$ cat config.mk
export PLATFORM = sky130hd
export DESIGN_NAME = onchip_mem_master
export DESIGN_NICKNAME = d
export VERILOG_FILES = /design/src/rtl/onchip_mem_pkg.sv /design/src/rtl/onchip_mem_master_rd_valid_pipe.sv /design/src/rtl/onchip_mem_master.sv
export SDC_FILE = /design/constraint.sdc
export NUM_CORES = 1
export LEC_CHECK = 0
export CELL_PAD_IN_SITES_DETAIL_PLACEMENT = 0
export CELL_PAD_IN_SITES_GLOBAL_PLACEMENT = 1
export CORE_AREA = 2 2 137 139
export DETAILED_ROUTE_END_ITERATION = 10
export DIE_AREA = 0 0 139 141
export PLACE_DENSITY = 0.83
export SLEW_MARGIN = 20
export SYNTH_ARGS = -nofsm -noshare
export SYNTH_HDL_FRONTEND = slang
export SYNTH_HIERARCHICAL = 1
export SYNTH_SLANG_ARGS = --single-unit
$ cat constraint.sdc
create_clock -name clk_clk -period 8.2 [get_ports clk_clk]
set_clock_uncertainty 0.15 [all_clocks]
set_input_delay 1.64 -clock clk_clk [delete_from_list [all_inputs] [get_ports clk_clk]]
set_output_delay 1.64 -clock clk_clk [all_outputs]
set_load 0.05 [all_outputs]
$ cat src/rtl/onchip_mem_pkg.sv
// Shared types and defaults for the on-chip memory initiator.
// Holds the FSM encoding, default widths and the all-ones byteenable.
package onchip_mem_pkg;

  localparam int DEF_ADDR_W = 22;
  localparam int DEF_DATA_W = 16;
  localparam int DEF_BE_W   = DEF_DATA_W / 8;

  // Wide enough for any byteenable width; users truncate to their BE_W.
  localparam logic [63:0] BE_ALL = '1;

  typedef enum logic {
    IDLE = 1'b0,
    FILL = 1'b1
  } state_e;

endpackage

$ cat src/rtl/onchip_mem_master_rd_valid_pipe.sv
// Read-response valid tracker: a read issued into the bus register emerges
// as a one-cycle valid exactly READ_LATENCY cycles after its bus cycle.
module rd_valid_pipe #(
  parameter int READ_LATENCY = 1
) (
  input  logic clk,
  input  logic clr_i,
  input  logic issue_i,
  output logic valid_o
);

  // Bit 0 lines up with the bus cycle, bit READ_LATENCY with the slave's data.
  logic [READ_LATENCY:0] vld_q;

  // NOTE: clocked state uses non-blocking assignments so every flop samples
  // pre-edge values regardless of the order the blocks are evaluated.
  always_ff @(posedge clk) begin
    if (clr_i) vld_q <= '0;
    else       vld_q <= {vld_q[READ_LATENCY-1:0], issue_i};
  end

  assign valid_o = vld_q[READ_LATENCY];

endmodule

$ cat src/rtl/onchip_mem_master.sv
// Avalon-MM initiator for the s1 on-chip memory port: single-word commands
// from the game logic plus a constant-value fill engine for clearing.
module onchip_mem_master
  import onchip_mem_pkg::*;
#(
  parameter int ADDR_W       = DEF_ADDR_W,
  parameter int DATA_W       = DEF_DATA_W,
  parameter int BE_W         = DEF_BE_W,
  parameter int READ_LATENCY = 1
) (
  input  logic              clk_clk,
  input  logic              reset_reset,
  input  logic              cmd_valid,
  output logic              cmd_ready,
  input  logic              cmd_write,
  input  logic [ADDR_W-1:0] cmd_addr,
  input  logic [DATA_W-1:0] cmd_wdata,
  input  logic [BE_W-1:0]   cmd_be,
  output logic              rsp_valid,
  output logic [DATA_W-1:0] rsp_rdata,
  input  logic              fill_start,
  input  logic [ADDR_W-1:0] fill_base,
  input  logic [ADDR_W-1:0] fill_len,
  input  logic [DATA_W-1:0] fill_value,
  output logic              fill_busy,
  output logic              fill_done,
  output logic [ADDR_W-1:0] mem_address,
  output logic              mem_chipselect,
  output logic              mem_write,
  output logic [DATA_W-1:0] mem_writedata,
  output logic [BE_W-1:0]   mem_byteenable,
  output logic              mem_clken,
  output logic              mem_debugaccess,
  input  logic [DATA_W-1:0] mem_readdata
);

  localparam logic [BE_W-1:0] BE_ONES = BE_W'(BE_ALL);

  state_e            state_q;
  logic [ADDR_W-1:0] fill_addr_q, fill_addr_d;
  logic [ADDR_W-1:0] fill_cnt_q, fill_cnt_d;
  logic [DATA_W-1:0] fill_value_q;
  logic              fill_done_q;
  logic [ADDR_W-1:0] mem_address_q;
  logic              mem_chipselect_q;
  logic              mem_write_q;
  logic [DATA_W-1:0] mem_writedata_q;
  logic [BE_W-1:0]   mem_byteenable_q;
  logic              cmd_accept;
  logic              rd_issue;
  logic              rd_valid;

  assign cmd_ready  = (state_q == IDLE) & ~fill_start & ~reset_reset;
  assign cmd_accept = cmd_valid & cmd_ready;
  assign rd_issue   = cmd_accept & ~cmd_write;

  // Address wraps modulo 2^ADDR_W; the count holds writes still to issue.
  assign fill_addr_d = fill_addr_q + ADDR_W'(1);
  assign fill_cnt_d  = fill_cnt_q - ADDR_W'(1);

  always_ff @(posedge clk_clk) begin
    if (reset_reset) begin
      state_q          <= IDLE;
      fill_addr_q      <= '0;
      fill_cnt_q       <= '0;
      fill_value_q     <= '0;
      fill_done_q      <= 1'b0;
      mem_address_q    <= '0;
      mem_chipselect_q <= 1'b0;
      mem_write_q      <= 1'b0;
      mem_writedata_q  <= '0;
      mem_byteenable_q <= '0;
    end else begin
      mem_chipselect_q <= 1'b0;
      mem_write_q      <= 1'b0;
      fill_done_q      <= 1'b0;
      case (state_q)
        IDLE: begin
          if (fill_start) begin
            fill_value_q <= fill_value;
            if (fill_len == '0) begin
              fill_done_q <= 1'b1;
            end else begin
              state_q          <= FILL;
              mem_chipselect_q <= 1'b1;
              mem_write_q      <= 1'b1;
              mem_address_q    <= fill_base;
              mem_writedata_q  <= fill_value;
              mem_byteenable_q <= BE_ONES;
              fill_addr_q      <= fill_base + ADDR_W'(1);
              fill_cnt_q       <= fill_len - ADDR_W'(1);
            end
          end else if (cmd_accept) begin
            mem_chipselect_q <= 1'b1;
            mem_write_q      <= cmd_write;
            mem_address_q    <= cmd_addr;
            mem_writedata_q  <= cmd_wdata;
            mem_byteenable_q <= cmd_write ? cmd_be : BE_ONES;
          end
        end
        FILL: begin
          if (fill_cnt_q == '0) begin
            state_q     <= IDLE;
            fill_done_q <= 1'b1;
          end else begin
            mem_chipselect_q <= 1'b1;
            mem_write_q      <= 1'b1;
            mem_address_q    <= fill_addr_q;
            mem_writedata_q  <= fill_value_q;
            mem_byteenable_q <= BE_ONES;
            fill_addr_q      <= fill_addr_d;
            fill_cnt_q       <= fill_cnt_d;
          end
        end
        default: state_q <= IDLE;
      endcase
    end
  end

  rd_valid_pipe #(
    .READ_LATENCY(READ_LATENCY)
  ) u_rd_valid_pipe (
    .clk     (clk_clk),
    .clr_i   (reset_reset),
    .issue_i (rd_issue),
    .valid_o (rd_valid)
  );

  // Status outputs are forced low for as long as reset is held.
  assign rsp_valid = rd_valid & ~reset_reset;
  assign rsp_rdata = mem_readdata;
  assign fill_busy = (state_q == FILL) & ~reset_reset;
  assign fill_done = fill_done_q & ~reset_reset;

  assign mem_address     = mem_address_q;
  assign mem_chipselect  = mem_chipselect_q;
  assign mem_write       = mem_write_q;
  assign mem_writedata   = mem_writedata_q;
  assign mem_byteenable  = mem_byteenable_q;
  assign mem_clken       = 1'b1;
  assign mem_debugaccess = 1'b0;

endmodule

==> results of run 1 <==
[per-layer routing]
layer | global-route usage, % | part of all wire, % | vias to the layer above
li1 | - | - | 3547
met1 | 31.6 | 46 | 3311
met2 | 36.9 | 46 | 247
met3 | 4.31 | 6.6 | 18
met4 | 5.58 | 1.3 | 0
met5 | 0 | 0 | -
[synthesized netlist by cell type, types with 4 or more instances]
cell / count / share of area [%]
nand2_1: 172 / 9.5
buf_2: 15 / 1.1
nor3b_1: 6 / 0.66
o21ai_0: 43 / 3.2
buf_1: 7 / 0.39
buf_4: 23 / 2.5
nor3_1: 20 / 1.5
o31ai_1: 4 / 0.44
o21a_1: 4 / 0.44
or4_1: 5 / 0.55
nand2b_1: 6 / 0.55
mux2i_1: 49 / 7.2
nor4b_1: 4 / 0.51
o22ai_1: 6 / 0.55
a32o_1: 4 / 0.59
clkbuf_1: 33 / 1.8
a31oi_1: 29 / 2.7
inv_1: 16 / 0.88
o2111ai_1: 4 / 0.51
buf_6: 4 / 0.66
nor2_1: 54 / 3.0
nand4_1: 11 / 1.0
nand3_1: 31 / 2.3
a22o_1: 5 / 0.64
nand3b_1: 11 / 1.2
o21bai_1: 4 / 0.44
nor2b_1: 8 / 0.73
or3_1: 5 / 0.46
and3_1: 8 / 0.73
dfxtp_1: 106 / 31
a211oi_1: 7 / 0.77
a21oi_1: 85 / 6.2
a22oi_1: 14 / 1.5
nor4_1: 15 / 1.4
o211ai_1: 31 / 3.4
[how the worst min path moves through the flow]
stage                                        start  cells after the start                        to  slack [ps]
final                     u_rd_valid_pipe/vld_q[0]                      1  u_rd_valid_pipe/vld_q[1]         290
after detailed placement  u_rd_valid_pipe/vld_q[0]                      1  u_rd_valid_pipe/vld_q[1]         280
after floorplan           u_rd_valid_pipe/vld_q[0]                      1  u_rd_valid_pipe/vld_q[1]         260
after global routing      u_rd_valid_pipe/vld_q[0]                      1  u_rd_valid_pipe/vld_q[1]         310
after CTS                 u_rd_valid_pipe/vld_q[0]                      1  u_rd_valid_pipe/vld_q[1]         300
after global placement    u_rd_valid_pipe/vld_q[0]                      1  u_rd_valid_pipe/vld_q[1]         270
[cells by family (layout without fill, tap and decap cells)]
logic type | after synthesis | in the layout | share of synthesized area (%)
DFF | 106 | 106 | 31.1
AOI/OAI and AO/OA | 278 | 278 | 26.4
xor gates and xnor gates | 5 | 5 | 0.643
buffers and inverters | 98 | 195 | 7.38
adders and majority gates | 2 | 2 | 0.367
other | 2 | 2 | 0.110
and+or+nand+nor | 373 | 373 | 26.3
muxes | 52 | 52 | 7.69
[metrics by stage]
stage	std cells	area, µm²	hold slack (ps)	worst slack [ps]	util, %
after floorplan	916	6820	264	3620	-
after global placement	1231	8270	268	2910	45.3
after detailed placement	1231	8270	280	2890	45.3
after CTS	1247	8550	298	2880	46.8
after global routing	1247	8550	309	2800	46.8
final	1247	8550	294	2890	46.8
[flip-flops by register name, summed over array words and instances (netlist names)]
name and flops:
fill_addr_q 22, fill_cnt_q 22, mem_address 22, fill_value_q 16, mem_writedata 16, mem_byteenable 2, u_rd_valid_pipe/vld_q 2, fill_done_q 1
mem_chipselect 1, mem_write 1, state_q 1
[power by group through the flow]
| stage | registers, mW | logic [mW] | clock network, mW |
|---|---|---|---|
| 2_1_floorplan | 0.682 | 0.260 | 0 |
| 3_3_place_gp | 0.617 | 0.476 | 0 |
| 6_report | 0.606 | 0.480 | 0.438 |
| 4_1_cts | 0.606 | 0.480 | 0.448 |
| 3_5_place_dp | 0.618 | 0.479 | 0 |
| 5_1_grt | 0.614 | 0.521 | 0.464 |
[cell type report]
| cell class | count | area (µm²) | area share [%] |
|---|---|---|---|
| timing repair buffer | 163 | 1590 | 18.6 |
| clock inverter | 6 | 55.1 | 0.644 |
| inverter | 16 | 60.1 | 0.702 |
| clock buffer | 10 | 229 | 2.68 |
| tap | 234 | 293 | 3.42 |
| multi-input combinational | 712 | 4200 | 49.1 |
| sequential | 106 | 2130 | 24.9 |
[critical path: stages]
cell and delay (ps):
buf_2 90, buf_4 330, or2_2 420, nor2_1 180
clkdlybuf4s50_1 840
[cell usage in the layout (no fill, tap or decap), types with 5 or more instances in the layout]
master,instances
clkbuf_16,9
and3_1,8
buf_4,14
nor2b_1,7
o21ai_0,43
o22ai_1,6
a211oi_1,7
or4_1,5
nand3b_1,11
a22oi_1,14
dfxtp_1,105
clkdlybuf4s50_1,148
nor2_1,54
o211ai_1,31
mux2i_1,49
nand2_1,172
nor3b_1,6
a31oi_1,29
inv_1,15
nand3_1,31
a21oi_1,85
or3_1,5
nand4_1,11
nand2b_1,6
nor3_1,20
a22o_1,5
nor4_1,15
==> qor_table.md, run 1 <==
| Step | Metric | This run |
| --- | --- | --- |
| outcome | Run status | finished clean |
| cts | CTS HTree Levels | 3 |
| synthesis | Library cells used by synthesis | 76 |
| critical path | Startpoint types | input pin |
| sta | Number of setup violations in the final report | 0 |
| power | Total power per unit cell area | 178 nW/µm² |
| synthesis | Post-synthesis area per instance | 7.44 µm² |
| synthesis | Number of standard cells after synthesis | 916 |
| critical path | Depth of the worst register-to-register path | 10 |
| sta | Final count of hold timing violations | 0 |
| sta | Period utilization | 64.7% |
| global routing | Largest net degree at the start of global routing | 100 |
| final layout | Final antenna diode count | 0 |
| cts | CTS clock-pin slew for the worst setup and hold paths | 70 ps |
| floorplanning | Initial standard-cell utilization of the core | 37.3% |
| synthesis | Synth Flop Type | dfxtp_1 |
| power | Combinational fraction of design power | 31.5% |
| cts | Worst skew pair latency | 370 ps |
| placement | Dpl hpwl | 15.2 mm |
| critical path | Worst reg2reg setup slack | 4020 ps |
| cts | Post-CTS Resized | 0 |
| synthesis | Post-synthesis sequential element count | 106 |
| cts | Cell chosen for the clock root | clkbuf_16 |
| detailed routing | WL final | 22.7 mm |
| sta | FMAX | 0.188 GHz |
| detailed routing | First-iteration detailed-routing DRC count | 623 |
| global routing | Overall fraction of global-route tracks in use | 22.8% |
| detailed routing | Post-DR wirelength/cell | 18.2 µm |
| detailed routing | Drt first pass iters | 5 |
| synthesis | Yosys warning count | 6 |
| critical path | Launching point of the worst reg2reg path | state_q |
| sta | Total Neg Setup Slack | 0 ps |
| floorplanning | Core ar. | 18300 µm² |
| critical path | Class of the most critical setup path | input pin to primary output |
| power | Sw Pwr | 565 µW |
| critical path | Largest driver fanout on the critical path | 42 |
| global routing | Global route total overflow | 0 |
| floorplanning | # rows | 50 |
| floorplanning | Die ar. | 19600 µm² |
| critical path | Worst endpoint data arrival time | 3520 ps |
| final layout | Total number of nets in the final design | 1131 |
| detailed routing | Via count | 7123 |
| synthesis | Total nets after synthesis | 1039 |
| floorplanning | Width of the chip | 139 µm |
| global routing | Vias in the first global route | 6774 |
| final layout | Area Growth Syn to Fin | 25.5% |
| power | Internal power component | 959 µW |
| final layout | Layout cells sized above 1 | 5.13% |
| synthesis | Synthesized cell area | 6820 µm² |
| detailed routing | Post-route antenna net violation count | 0 |
| final layout | Fill cell total of the finished layout | 1865 |
| sta | Worst slew pin tran | 940 ps |
| floorplanning | Chip height | 141 µm |
| synthesis | Number of enable flip-flop cells after synthesis | 0 |
| critical path | CP startpoint | fill_start |
| cts | Clock tree from TritonCTS | built |
| global routing | Antenna violations before repair | 0 |
| critical path | R2r endpoint | fill_addr_q[18] |
| sta | RSZ-0062 raised after global routing | false |
| critical path | Crit path required time | 6410 ps |
| power | Share of power burned in registers | 39.8% |
| cts | Number of setup buffers added after CTS | 0 |
| detailed routing | Residual DRC | 0 |
| cts | Number of buffers inserted during clock tree synthesis | 9 |
| sta | Count of final max-slew check failures | 0 |
| critical path | Capturing element type of the critical path | primary output |
| power | Part of the total power dissipated in the clock network | 28.8% |
| critical path | Worst setup path endpoint | cmd_ready |
| power | Sw Share | 37.1% |
| cts | Max Buffers Root-to-Sink | 2 |
| power | Static Leakage | 3.12 nW |
| run | Count of maximum capacitance violations | 0 |
| power | Final total power | 1.52 mW |
| floorplanning | Top Ports | 185 |
| synthesis | Share of synthesized area occupied by flip-flops and latches | 31.1% |
| cts | Hold bufs inserted after CTS | 0 |
| detailed routing | Detail-routed via count per cell | 5.71 |
| cts | TritonCTS Sinks | 106 |
| sta | Shortest clock period the worst path allows after layout | 5310 ps |
| synthesis | Fraction of registers with async set or reset after synthesis | 0% |
| placement | Final weighted congestion in routability-driven placement | 0.838 |
| worst hold path | Hold Path Class | flip-flop to flip-flop |
| global routing | Wire length of the first global-routing pass | 36.4 mm |
| power | Worst IR drop on VDD | 0.112 mV |
| sta | Relative slew slack | 37.2% |
| placement | Input/output buffers | 150 |
Power figures use the tool's default switching activity.
==> inputs of run 2 (changes only) <==
--- a/config.mk
+++ b/config.mk
@@ -7,10 +7,10 @@
 export LEC_CHECK = 0
 export CELL_PAD_IN_SITES_DETAIL_PLACEMENT = 0
 export CELL_PAD_IN_SITES_GLOBAL_PLACEMENT = 1
-export CORE_AREA = 2 2 137 139
+export CORE_AREA = 2 2 149 151
 export DETAILED_ROUTE_END_ITERATION = 10
-export DIE_AREA = 0 0 139 141
-export PLACE_DENSITY = 0.83
+export DIE_AREA = 0 0 151 153
+export PLACE_DENSITY = 0.74
 export SLEW_MARGIN = 20
 export SYNTH_ARGS = -nofsm -noshare
 export SYNTH_HDL_FRONTEND = slang
==> constraint.sdc (replaced) <==
create_clock -name clk_clk -period 4.7 [get_ports clk_clk]
set_clock_uncertainty 0.15 [all_clocks]
set_input_delay 0.94 -clock clk_clk [delete_from_list [all_inputs] [get_ports clk_clk]]
set_output_delay 0.94 -clock clk_clk [all_outputs]
set_load 0.05 [all_outputs]
==> run 2 against run 1 <==
Highest routed layer unchanged. Sequential power grew 77%. Utilization shrank 6.3 points. Cell area grew 1.8%. Power grew 79%.
==> qor_table.md, run 2 (same netlist as run 1, synthesis figures left out) <==
| Step | Metric | This run | vs previous |
| --- | --- | --- | --- |
| critical path | Crit path required time | 3610 ps | was 6410 ps |
| run | Count of maximum capacitance violations | 0 | unchanged |
| final layout | Final Core Density | 40.5% | was 46.8% |
| floorplanning | Die ar. | 23100 µm² | was 19600 µm² |
| critical path | Largest driver fanout on the critical path | 68 | was 42 |
| sta | Shortest clock period the worst path allows after layout | 3670 ps |  |
| cts | Hold bufs inserted after CTS | 0 | unchanged |
| critical path | Launching point of the worst reg2reg path | state_q | unchanged |
| detailed routing | First-iteration detailed-routing DRC count | 493 | was 623 |
| cts | TritonCTS Sinks | 106 | unchanged |
| floorplanning | Chip height | 153 µm | was 141 µm |
| sta | Setup slack after layout | 1030 ps | was 2890 ps |
| floorplanning | # rows | 54 | was 50 |
| floorplanning | Initial standard-cell utilization of the core | 31.7% | was 37.3% |
| worst hold path | Hold Crit Depth | 1 | unchanged |
| cts | Post-CTS Resized | 0 | unchanged |
| critical path | Startpoint types | flip-flop | was input pin |
| final layout | Commonest non-fill, non-tap cell in the layout | nand2_1 | unchanged |
| final layout | Area Growth Syn to Fin | 27.7% | was 25.5% |
| detailed routing | Residual DRC | 0 | unchanged |
| placement | Post-placement worst setup slack | 694 ps | was 2890 ps |
| sta | Period utilization | 78.0% |  |
| sta | RSZ-0062 raised after global routing | false | unchanged |
| final layout | Final antenna diode count | 0 | unchanged |
| placement | Input/output buffers | 150 | unchanged |
| global routing | Overall fraction of global-route tracks in use | 20.3% | was 22.8% |
| final layout | Most frequent cells in the layout | nand2_1 (172), clkdlybuf4s50_1 (148), dfxtp_1 (105) | unchanged |
| floorplanning | Core ar. | 21500 µm² | was 18300 µm² |
| floorplanning | Width of the chip | 151 µm | was 139 µm |
| power | Worst IR drop on VDD | 0.155 mV | was 0.112 mV |
| sta | Final count of hold timing violations | 0 | unchanged |
| final layout | Total number of nets in the final design | 1138 | was 1131 |
| cts | Number of setup buffers added after CTS | 0 | unchanged |
| floorplanning | Top Ports | 185 | unchanged |
| worst hold path | Hold Path Class | flip-flop to flip-flop | unchanged |
| sta | Total Neg Setup Slack | 0 ps | unchanged |
| critical path | Critical-path cell list | inv_2 > nor2_1 > clkdlybuf4s50_1 | was buf_2 > buf_4 > or2_2 > nor2_1 > clkdlybuf4s50_1 |
| sta | Number of setup violations in the final report | 0 | unchanged |
| global routing | Vias in the first global route | 6609 | was 6774 |
| placement | Final weighted congestion in routability-driven placement | 0.864 | was 0.838 |
| critical path | CP startpoint | state_q | was fill_start |
| sta | FMAX | 0.273 GHz |  |
| final layout | Layout cells sized above 1 | 5.88% | was 5.13% |
| critical path | Delay of the slowest cell on the worst path | 900 ps | was 840 ps |
| detailed routing | WL final | 23.9 mm | was 22.7 mm |
| placement | Dpl hpwl | 16.3 mm | was 15.2 mm |
| global routing | Antenna violations before repair | 0 | unchanged |
| cts | CTS clock-pin slew for the worst setup and hold paths | 90 ps | was 70 ps |
| critical path | Crit-path leading delay family | buffers and inverters | unchanged |
| critical path | Depth of the worst register-to-register path | 10 | unchanged |
| cts | Cell chosen for the clock root | clkbuf_16 | unchanged |
| detailed routing | Via count | 7215 | was 7123 |
| sta | Count of final max-slew check failures | 0 | unchanged |
| cts | Worst skew pair latency | 370 ps | about the same |
| global routing | Global route total overflow | 0 | unchanged |
| outcome | Run status | finished clean | unchanged |
| detailed routing | Detail-routed via count per cell | 5.55 | was 5.71 |
| worst hold path | Critical hold path startpoint | u_rd_valid_pipe/vld_q[0] | unchanged |
| cts | CTS HTree Levels | 3 | unchanged |
| sta | Worst slew pin tran | 946 ps | was 940 ps |
| critical path | Worst endpoint data arrival time | 2580 ps | was 3520 ps |
| sta | Relative slew slack | 36.9% | was 37.2% |
| cts | Max Buffers Root-to-Sink | 2 | unchanged |
| detailed routing | Post-DR wirelength/cell | 18.4 µm | was 18.2 µm |
| power | Static Leakage | 3.17 nW | was 3.12 nW |
| global routing | Largest net degree at the start of global routing | 84 | was 100 |
| detailed routing | Drt first pass iters | 5 | unchanged |
| cts | Clock tree from TritonCTS | built | unchanged |
| critical path | Slowest library cell on the worst path | clkdlybuf4s50_1 | unchanged |
| critical path | Capturing element type of the critical path | primary output | unchanged |
| critical path | Worst Path Buf+Inv | 2 | was 3 |
| critical path | Class of the most critical setup path | flip-flop to primary output | was input pin to primary output |
| global routing | Wire length of the first global-routing pass | 37.2 mm | was 36.4 mm |
| cts | Number of buffers inserted during clock tree synthesis | 9 | unchanged |
| detailed routing | Post-route antenna net violation count | 0 | unchanged |
| critical path | Count of cell instances traversed by the critical path | 3 | was 5 |
| power | Total power per unit cell area | 313 nW/µm² | was 178 nW/µm² |
[run 2: cell count changes in the layout (fill, tap and decap cells not counted)]
cell       change
inv_6          +1
inv_4          -1
buf_12         +1
clkinv_8       +1
clkbuf_16      +1
clkbuf_1       -1
buf_4          +6
inv_8          -1
[run 2: path summary, 6_finish.rpt]
check	endpoint	slack, ps
worst min-delay path	u_rd_valid_pipe/vld_q[1]	300
worst max register to register	fill_addr_q[18]	1400
worst min register to register	u_rd_valid_pipe/vld_q[1]	300
worst max-delay path	fill_busy	1030
[run 2: worst reg2reg max path, cell delays in order, from the launching register on]
cell and delay, ps:
dfxtp_4 850, mux2i_1 300, inv_1 110, ha_1 290
nand4_1 120, o21ai_1 120, buf_4 180, nand4_1 220
or4_1 560, a31oi_1 180, a21oi_1 80
[run 2: layout make-up]
type / instances / area [µm²]
multi-input combinational: 712 / 4200
clock buffer: 10 / 250
timing repair buffer: 170 / 1660
tap: 280 / 350
clock inverter: 6 / 62.6
fill: 2273 / 12800
inverter: 16 / 60.1
sequential: 106 / 2130
[run 2: routing by layer]
layer	GRT usage [%]	share of wire, %	vias up
li1	-	-	3558
met1	28.8	47	3405
met2	31.8	46	222
met3	2.57	5.1	30
met4	6.59	1.9	0
met5	0	0	-
[run 2: per-stage QoR]
step	hold WS (ps)	area (µm²)	cells	total power, mW
floorplan	264	6820	916	1.64
global placement	273	8390	1284	1.93
detailed placement	278	8390	1284	1.93
CTS	301	8700	1300	2.75
global route	314	8700	1300	2.87
finish	298	8700	1300	2.73
[run 2: where the power goes]
part           internal, mW  total [mW]  switching, mW
logic                 0.326       0.843          0.516
registers             0.981        1.07         0.0883
clock network         0.408       0.815          0.407
